### src/rtl/vga_timing_pkg.sv
// Shared 640x480@60 raster timing constants and the colour-bar lookup used by
// vga_scan_out when built with VGA_TEST_PATTERN_EN.
package vga_timing_pkg;

  localparam int unsigned H_ACTIVE = 640;
  localparam int unsigned H_FP     = 16;
  localparam int unsigned H_SYNC   = 96;
  localparam int unsigned H_BP     = 48;
  localparam int unsigned V_ACTIVE = 480;
  localparam int unsigned V_FP     = 10;
  localparam int unsigned V_SYNC   = 2;
  localparam int unsigned V_BP     = 33;

  localparam int unsigned H_TOTAL    = H_ACTIVE + H_FP + H_SYNC + H_BP;
  localparam int unsigned V_TOTAL    = V_ACTIVE + V_FP + V_SYNC + V_BP;
  localparam int unsigned HS_START   = H_ACTIVE + H_FP;
  localparam int unsigned HS_END     = H_ACTIVE + H_FP + H_SYNC;
  localparam int unsigned VS_START   = V_ACTIVE + V_FP;
  localparam int unsigned VS_END     = V_ACTIVE + V_FP + V_SYNC;

  localparam int unsigned BAR_WIDTH  = 80;

  // {R,G,B}: white, yellow, cyan, green, magenta, red, blue, black
  localparam logic [23:0] BAR_LUT [0:7] = '{
    24'hFFFFFF, 24'hFFFF00, 24'h00FFFF, 24'h00FF00,
    24'hFF00FF, 24'hFF0000, 24'h0000FF, 24'h000000
  };

  function automatic logic [23:0] bar_colour(input logic [2:0] idx);
    return BAR_LUT[idx];
  endfunction

endpackage

### src/rtl/vga_counter.sv
// Wrapping up-counter 0..MAX with count enable and terminal-count flag.
module vga_counter #(
  parameter int unsigned WIDTH = 10,
  parameter int unsigned MAX   = 799
) (
  input  logic             clk_i,
  input  logic             rst_ni,
  input  logic             en_i,
  output logic [WIDTH-1:0] cnt_o,
  output logic             tc_o
);

  localparam logic [WIDTH-1:0] MAX_C = WIDTH'(MAX);

  logic [WIDTH-1:0] cnt_q, cnt_d;

  assign tc_o  = (cnt_q == MAX_C);
  assign cnt_o = cnt_q;

  always_comb begin
    cnt_d = cnt_q;
    if (en_i) begin
      cnt_d = tc_o ? '0 : cnt_q + 1'b1;
    end
  end

  always_ff @(posedge clk_i or negedge rst_ni) begin
    if (!rst_ni) begin
      cnt_q <= '0;
    end else begin
      cnt_q <= cnt_d;
    end
  end

endmodule

### src/rtl/vga_scan_out.sv
// Raster scan generator and registered ADV7123 pin driver for the game display.
// Define VGA_TEST_PATTERN_EN to replace inR/inG/inB with 8 fixed colour bars.
module vga_scan_out #(
  parameter int unsigned H_ACTIVE = vga_timing_pkg::H_ACTIVE,
  parameter int unsigned H_FP     = vga_timing_pkg::H_FP,
  parameter int unsigned H_SYNC   = vga_timing_pkg::H_SYNC,
  parameter int unsigned H_BP     = vga_timing_pkg::H_BP,
  parameter int unsigned V_ACTIVE = vga_timing_pkg::V_ACTIVE,
  parameter int unsigned V_FP     = vga_timing_pkg::V_FP,
  parameter int unsigned V_SYNC   = vga_timing_pkg::V_SYNC,
  parameter int unsigned V_BP     = vga_timing_pkg::V_BP
) (
  input  logic       vga_clk,
  input  logic       reset_n,
  output logic [9:0] px,
  output logic [8:0] py,
  input  logic [7:0] inR,
  input  logic [7:0] inG,
  input  logic [7:0] inB,
  output logic       frame_tick,
  output logic       VGA_CLK,
  output logic       VGA_HS,
  output logic       VGA_VS,
  output logic       VGA_BLANK_N,
  output logic       VGA_SYNC_N,
  output logic [7:0] VGA_R,
  output logic [7:0] VGA_G,
  output logic [7:0] VGA_B
);

  localparam int unsigned H_TOTAL = H_ACTIVE + H_FP + H_SYNC + H_BP;
  localparam int unsigned V_TOTAL = V_ACTIVE + V_FP + V_SYNC + V_BP;

  localparam logic [9:0] HA_C       = 10'(H_ACTIVE);
  localparam logic [9:0] HS_START_C = 10'(H_ACTIVE + H_FP);
  localparam logic [9:0] HS_END_C   = 10'(H_ACTIVE + H_FP + H_SYNC);
  localparam logic [9:0] VA_C       = 10'(V_ACTIVE);
  localparam logic [9:0] VS_START_C = 10'(V_ACTIVE + V_FP);
  localparam logic [9:0] VS_END_C   = 10'(V_ACTIVE + V_FP + V_SYNC);

  logic [9:0]  h_cnt, v_cnt;
  logic        h_tc, v_tc_unused;
  logic        h_act, v_act, act;
  logic        hs_raw, vs_raw, tick_d;
  logic [23:0] rgb_d, rgb_q;
  logic        hs_q, vs_q, blank_q, tick_q;

  vga_counter #(.WIDTH(10), .MAX(H_TOTAL - 1)) u_h_cnt (
    .clk_i  (vga_clk),
    .rst_ni (reset_n),
    .en_i   (1'b1),
    .cnt_o  (h_cnt),
    .tc_o   (h_tc)
  );

  vga_counter #(.WIDTH(10), .MAX(V_TOTAL - 1)) u_v_cnt (
    .clk_i  (vga_clk),
    .rst_ni (reset_n),
    .en_i   (h_tc),
    .cnt_o  (v_cnt),
    .tc_o   (v_tc_unused)
  );

  assign h_act  = (h_cnt < HA_C);
  assign v_act  = (v_cnt < VA_C);
  assign act    = h_act && v_act;
  assign px     = h_act ? h_cnt : '0;
  assign py     = v_act ? v_cnt[8:0] : '0;
  assign hs_raw = !((h_cnt >= HS_START_C) && (h_cnt < HS_END_C));
  assign vs_raw = !((v_cnt >= VS_START_C) && (v_cnt < VS_END_C));
  assign tick_d = (h_cnt == '0) && (v_cnt == VA_C);

`ifdef VGA_TEST_PATTERN_EN
  logic [2:0] bar_idx;
  logic       unused_in;
  assign bar_idx   = 3'(h_cnt / 10'(vga_timing_pkg::BAR_WIDTH));
  assign unused_in = ^{inR, inG, inB};

  always_comb begin
    rgb_d = '0;
    if (act) begin
      rgb_d = vga_timing_pkg::bar_colour(bar_idx);
    end
  end
`else
  // Gating with act keeps undriven/X colour during blanking off the pins.
  always_comb begin
    rgb_d = '0;
    if (act) begin
      rgb_d = {inR, inG, inB};
    end
  end
`endif

  always_ff @(posedge vga_clk or negedge reset_n) begin
    if (!reset_n) begin
      rgb_q   <= '0;
      hs_q    <= 1'b1;
      vs_q    <= 1'b1;
      blank_q <= 1'b0;
      tick_q  <= 1'b0;
    end else begin
      rgb_q   <= rgb_d;
      hs_q    <= hs_raw;
      vs_q    <= vs_raw;
      blank_q <= act;
      tick_q  <= tick_d;
    end
  end

  assign VGA_R       = rgb_q[23:16];
  assign VGA_G       = rgb_q[15:8];
  assign VGA_B       = rgb_q[7:0];
  assign VGA_HS      = hs_q;
  assign VGA_VS      = vs_q;
  assign VGA_BLANK_N = blank_q;
  assign frame_tick  = tick_q;
  assign VGA_CLK     = ~vga_clk;
  assign VGA_SYNC_N  = 1'b0;

endmodule

### config.mk
export PLATFORM = sky130hd
export DESIGN_NAME = vga_scan_out
export DESIGN_NICKNAME = d
export VERILOG_FILES = /design/src/rtl/vga_timing_pkg.sv /design/src/rtl/vga_counter.sv /design/src/rtl/vga_scan_out.sv
export SDC_FILE = /design/constraint.sdc
export NUM_CORES = 1
export LEC_CHECK = 0
export CAP_MARGIN = 10
export CORE_UTILIZATION = 44
export DETAILED_ROUTE_END_ITERATION = 8
export PLACE_DENSITY = 0.84
export SLEW_MARGIN = 25
export SYNTH_ARGS = -nofsm -noshare
export SYNTH_HDL_FRONTEND = slang
export SYNTH_SLANG_ARGS = --single-unit
### constraint.sdc
create_clock -name vga_clk -period 2.77 [get_ports vga_clk]
set_clock_uncertainty 0.2 [all_clocks]
set_input_delay 0.831 -clock vga_clk [delete_from_list [all_inputs] [get_ports vga_clk]]
set_output_delay 0.831 -clock vga_clk [all_outputs]
set_load 0.1 [all_outputs]
After elaboration in Yosys (flattened, before gate mapping):

Index checks and enable logic that the tools add are counted.

* equal/unequal tests: 3
* reductions and logical operators: 7
* add/subtract/negate cells: 2
* magnitude comparators: 6
* bitwise gates (word level): 1
* multiplexer cells: 5

Operators with widths (number)
* 2-to-1 mux 10 bit: 3
* 2-to-1 mux 24 bit: 1
* adder 10 x 1 -> 10 bit (second input constant): 2
* == test 10 bit (second input constant): 2
* < comparator 10 bit (second input constant): 2
* < comparator 10 x 9 -> 1 bit (second input constant): 2
* == test 10 x 9 -> 1 bit (second input constant): 1
* greater-or-equal comparator 10 bit (second input constant): 1
* greater-or-equal comparator 10 x 9 -> 1 bit (second input constant): 1
* logical NOT 10 bit: 1
* 2-to-1 mux 9 bit: 1
* logical AND 1 bit: 4
* logical NOT 1 bit: 2
* NOT 1 bit: 1

* logic and storage cells: 31
* flip-flop bits (word level): 48

Longest topological paths before layout:

* word-level depth: 3
* gate-level depth with buffers: 6

Modules after synthesis:

A second synthesis with hierarchy kept.

* cell total of the unflattened synthesis: 199
* area, all modules: 2170.8 um^2

By module, submodules not included
* vga_scan_out: cells an instance 97, sequential area each 703.2 um^2, times used 1, area an instance 1122.3 um^2
* vga_counter (u_v_cnt): cells an instance 52, sequential area each 250.2 um^2, times used 1, area an instance 536.8 um^2
* vga_counter (u_h_cnt): cells an instance 50, sequential area each 250.2 um^2, times used 1, area an instance 511.7 um^2

==> flow_summary.toml <==
[logic_synthesis]
syn_inst = 191
ys_types = 33
syn_area_per_cell_sq_um = 11.0
synthFlopType = "dfrtp_1"
seq_area_frac_synth = 0.575
netlist_area_sq_mm = 0.00209
yosysWarnings = 0
synth_edf_count = 0
ys_ff_latch = 48
async_flop_share = 1.00
synth_fp_nets = 221

[layout]
syn_to_final_growth_pct = 54.2
final_nets = 303
layout_common_cells = "45 x dfrtp_1, 39 x buf_4, 27 x and3_1, 24 x clkdlybuf4s50_1, 20 x buf_12"
antenna_cells = 0
drive_gt1_frac = 0.350
fillerInstances = 261
fin_cells = 326
final_common_cell = "dfrtp_1"

[pwr]
power.leakage_nw = 1.48
pwr_density_cell_mw_per_mm2 = 538
p_sw_frac = 0.338
p_int_mw = 1.15
p_total_mw = 1.73
combPwrFrac = 0.134
clockPowerShare = 0.449
pwr-share-seq = 0.417
ir_drop_mv = 0.334
p_switching_mw = 0.586

[die]
ios = 75
die_h_microns = 71.0
core_sq_mm = 0.00447
dieArea_sq_mm = 0.00503
start_util = 0.468
rows = 24
fp.dieW_microns = 71.0

[status]
violations = "design-rule violations, negative setup slack"
status = "finished, violations left"

[run]
maxCapViolCount = 0

[routing]
vias_per_cell = 5.42
via_count = 1768
drt_wl_total_microns = 5250
m1WireLength_microns = 2150
routed.top_layer = "met4"
wl_per_cell_microns = 16.1
met2_length_microns = 2530
drc = 13
postRouteAntennaNets = 0
routed-wl-met3_microns = 496
drtIter0Drc = 139
dr.pass1.iters = 9

[critical_path]
path_cells = "clkbuf_16 -> clkbuf_16 -> clkinvlp_4 -> buf_12"
crit_type = "clk -> out"
max_stage_delay_ns = 0.16
start_kind = "clock port"
reg2reg_to = "u_v_cnt.cnt_o[9]"
r2r_slack_ns = 0.16
cp.required_ns = 1.74
crit_slowest_cell = "buf_12"
critPathLaunch = "vga_clk"
arrival_ns = 1.89
rr_worst_depth = 4
end_kind = "primary output"
crit_path_frequent_cell = "clkbuf_16"
rr_startpoint = "u_h_cnt.cnt_o[7]"
worstPathMaxFanout = 4

[timing]
layout_setup_ws_ns = -0.148
slew_viol_final = 0
setup_viol = 1
rsz0062_at_grt = "yes"
fin_tns_setup_ns = -0.148
hold_viol = 0
max_slew.worst_pin.slew_ns = 0.563
timing.slew.headroom = 0.621

[global_routing]
grt_overflow = 0
grt_max_degree = 26
grt_pass1_vias = 1714
grt_pass1_wl_microns = 8400
grtUsageTotal = 0.214
antenna_found_initial = 0

[clock_tree]
clk_pin_slew_worst_paths_ns = 0.11
htreeDepth = 2
cts_buffers = 5
clock_latency_ns = 0.38
cts_buffer_depth = 2
cts_tree = "built"
cts-root-buf = "clkbuf_8"

[place]
io_buffer_count = 73
gp_congestion = 0.927
dp_hpwl_microns = 3660
dp.cells = 311

[hold_path]
hp-class = "in -> async"
## worst max-delay path, delay by kind of cell
family   cells  cell delay [ns]
buf+inv      4             0.50
## per-stage QoR
| stage | utilization | hold WS [ns] | setup slack [ns] | cell area, sq um |
|---|---|---|---|---|
| finish | 0.721 | 0.165 | -0.148 | 3230 |
| global route | 0.721 | 0.183 | -0.159 | 3230 |
| CTS | 0.716 | 0.174 | -0.155 | 3200 |
| detailed placement | 0.678 | 0.330 | -0.786 | 3030 |
| global placement | 0.678 | 0.318 | -0.786 | 3030 |
| floorplan | - | 0.280 | -0.0894 | 2130 |
## what timing repair did
item / CTS / global route
setup buffers: 3 / 3
pin swaps: 0 / 1
hold buffers: 0 / 0
endpoints found under the setup margin: 8 / 8
resized for setup: 15 / 0
cloned: 1 / 0
## synth_stat cells, drive strengths merged, types with 3 or more instances
master	instances	area (sq um)
nor4	4	25.0
and3	27	169
and2	16	100
o21ai	5	25.0
ha	4	50.1
nand3	9	45.0
xnor2	6	52.6
inv	7	26.3
or4	3	22.5
xor2	6	52.6
buf	4	27.5
nor2	8	30.0
a21oi	3	15.0
nand2	9	33.8
and4	3	26.3
clkbuf	7	26.3
nor3	5	25.0
dfrtp	46	1150
## cells by family (layout without fill, tap and decap cells)
group	after synthesis	after routing	synth area share
simple gates	95	95	0.271
flops	48	48	0.575
buf+inv	18	101	0.0383
compound gates	13	13	0.0395
xor+xnor	12	12	0.0502
fa+ha+maj	4	4	0.0239
other cells	1	1	0.00179
## final cells by class
class	instances	area, sq um	share of cell area
sequential	48	1200	0.374
timing repair buffer	82	912	0.283
multi-input combinational	125	850	0.263
clock buffer	9	134	0.0415
tap	52	65.1	0.0202
clock inverter	4	37.5	0.0116
inverter	6	22.5	0.00698
## how the worst max path moves through the flow
| stage | endpoint | slack (ns) | cells after the start |
|---|---|---|---|
| after floorplan | py[6] | -0.09 | 1 |
| after global placement | VGA_CLK | -0.79 | 2 |
| after detailed placement | VGA_CLK | -0.79 | 2 |
| after CTS | VGA_CLK | -0.15 | 4 |
| after global routing | VGA_CLK | -0.16 | 4 |
| final | VGA_CLK | -0.15 | 4 |
## power groups by stage
| stage | Combinational (mW) | Clock, mW | Sequential, mW |
|---|---|---|---|
| 2_1_floorplan | 0.0181 | 0.124 | 0.870 |
| 3_3_place_gp | 0.231 | 0.151 | 0.737 |
| 3_5_place_dp | 0.233 | 0.151 | 0.737 |
| 4_1_cts | 0.234 | 0.791 | 0.723 |
| 5_1_grt | 0.242 | 0.826 | 0.724 |
| 6_report | 0.233 | 0.778 | 0.723 |
## state kept, by name, summed over array words and instances, names as in the netlist
| signal | flops |
|---|---|
| VGA_BLANK_N | 1 |
| VGA_HS | 1 |
| VGA_VS | 1 |
| frame_tick | 1 |
| rgb_q | 24 |
| u_h_cnt.cnt_o | 10 |
| u_v_cnt.cnt_o | 10 |
## layer usage
| layer | vias to the layer above | global-route usage |
|---|---|---|
| met3 | 8 | 0.0427 |
| li1 | 822 | - |
| met5 | - | 0 |
| met4 | 0 | 0.0733 |
| met2 | 95 | 0.350 |
| met1 | 843 | 0.287 |
Power figures use the tool's default switching activity.
==> RTL edit: new RTL, config.mk and constraints unchanged <==
Put a register stage on the outputs `px`, `py`, `VGA_R`, `VGA_G` and `VGA_B`, cleared by the reset. The values now appear one clock later. The other outputs are not delayed to match.
--- a/src/rtl/vga_scan_out.sv
+++ b/src/rtl/vga_scan_out.sv
@@ -64,8 +64,6 @@
   assign h_act  = (h_cnt < HA_C);
   assign v_act  = (v_cnt < VA_C);
   assign act    = h_act && v_act;
-  assign px     = h_act ? h_cnt : '0;
-  assign py     = v_act ? v_cnt[8:0] : '0;
   assign hs_raw = !((h_cnt >= HS_START_C) && (h_cnt < HS_END_C));
   assign vs_raw = !((v_cnt >= VS_START_C) && (v_cnt < VS_END_C));
   assign tick_d = (h_cnt == '0) && (v_cnt == VA_C);
@@ -108,9 +106,21 @@
     end
   end
 
-  assign VGA_R       = rgb_q[23:16];
-  assign VGA_G       = rgb_q[15:8];
-  assign VGA_B       = rgb_q[7:0];
+  always_ff @(posedge vga_clk or negedge reset_n) begin
+    if (!reset_n) begin
+      px    <= '0;
+      py    <= '0;
+      VGA_R <= '0;
+      VGA_G <= '0;
+      VGA_B <= '0;
+    end else begin
+      px    <= h_act ? h_cnt : '0;
+      py    <= v_act ? v_cnt[8:0] : '0;
+      VGA_R <= rgb_q[23:16];
+      VGA_G <= rgb_q[15:8];
+      VGA_B <= rgb_q[7:0];
+    end
+  end
   assign VGA_HS      = hs_q;
   assign VGA_VS      = vs_q;
   assign VGA_BLANK_N = blank_q;
Check against the original RTL: not equivalent (Yosys sat finds a counterexample within 4 cycles, from zero or initial values and one cycle with reset_n low).
==> RTL edit against the original RTL <==
- the flow finishes with violations (setup timing)
- routed wire length increased by 8.0%
- total power is 58% higher
- first-iteration DRC count decreased by 31%
- design area grew 30%
- count of clock-buffer cells in the layout rose by 2
- critical path depth shrank 1
- register-to-register slack improved by 0.34 ns
- hold slack worse by 0.018 ns
- synthesized area rose by 55%
- final cell count up 26%
- worst setup slack gained 0.14 ns
- sequential cell count up 43
==> RTL edit: results (changes against the original RTL) <==
| Metric | Value |
|---|---|
| Via count | `1957 (+11%)` |
| Failing checks | `setup timing` |
| Post-CTS Setup Bufs | `1 (-2)` |
| Worst EP arrival | `1.75 ns (-0.14 ns)` |
| Worst r2r dst | `u_h_cnt.cnt_o[9]$_DFF_PN0_` |
| Syn_area_per_cell | `14.0 sq um (+28%)` |
| HPWL after DPL | `3960 um (+8.1%)` |
| Placer Congestion | `0.790 (-15%)` |
| Seq pwr share | `50.0% (+8.3 points)` |
| Cell variety after synth | `36 (+9.1%)` |
| Drt first pass iters | `4 (-5)` |
| XOR/XNOR Fraction of Synth Area | `3.52% (-1.5 points)` |
| Global-route wire length before repair | `8870 um (+5.7%)` |
| Syn_nets | `261 (+18%)` |
| Setup ws final | `-0.0134 ns (+0.135 ns)` |
| Fraction of layout cells with a size suffix above 1 | `26.3% (-8.8 points)` |
| Final Setup Violations | `1 (unchanged)` |
| WHS | `0.147 ns (-0.0180 ns)` |
| Synth Area in Adders | `1.55% (-0.85 points)` |
| Sequential cell power | `1.37 mW (+89%)` |
| Commonest cells post-synth | `dfrtp_1 (89), and2_1 (31), and3_1 (12), nand3_1 (10), xnor2_1 (9)` |
| FF-to-FF Start | `u_h_cnt.cnt_o[5]$_DFF_PN0_` |
| Post-cts sizing count | `10 (-5)` |
| Final TNS setup | `-0.0134 ns (+0.135 ns)` |
| DRT iter0 DRCs | `96 (-31%)` |
| Sequential area share after synthesis | `70.5% (+13 points)` |
| Status | `finished, violations left` |
## RTL edit: cell types whose count changed after synthesis, moves of 3 or more
cell	unedited run	this run
dfrtp_1	46	89
and2_1	16	31
and3_1	27	12
clkbuf_1	7	2
a21oi_1	3	0
xnor2_1	6	9
## RTL edit: cell families after synthesis
family | count (synthesis)
xor gates and xnor gates | 13
adders and majority gates | 4
and+or+nand+nor | 97
AOI/OAI and AO/OA | 9
DFF | 91
buffers and inverters | 16
other | 1
## RTL edit: routing by layer
metal	global-route usage (%)	routed length [um]	vias up
li1	-	-	919
met3	2.45	341	7
met4	4.47	65	0
met5	0	0	-
met2	27.1	2830	71
met1	21.0	2440	960
## RTL edit: area by class of cell
cell class | instances | area [sq um]
multi-input combinational | 124 | 870
clock inverter | 8 | 87.6
fill | 499 | 2760
clock buffer | 11 | 163
sequential | 91 | 2280
tap | 96 | 120
timing repair buffer | 76 | 643
inverter | 6 | 22.5
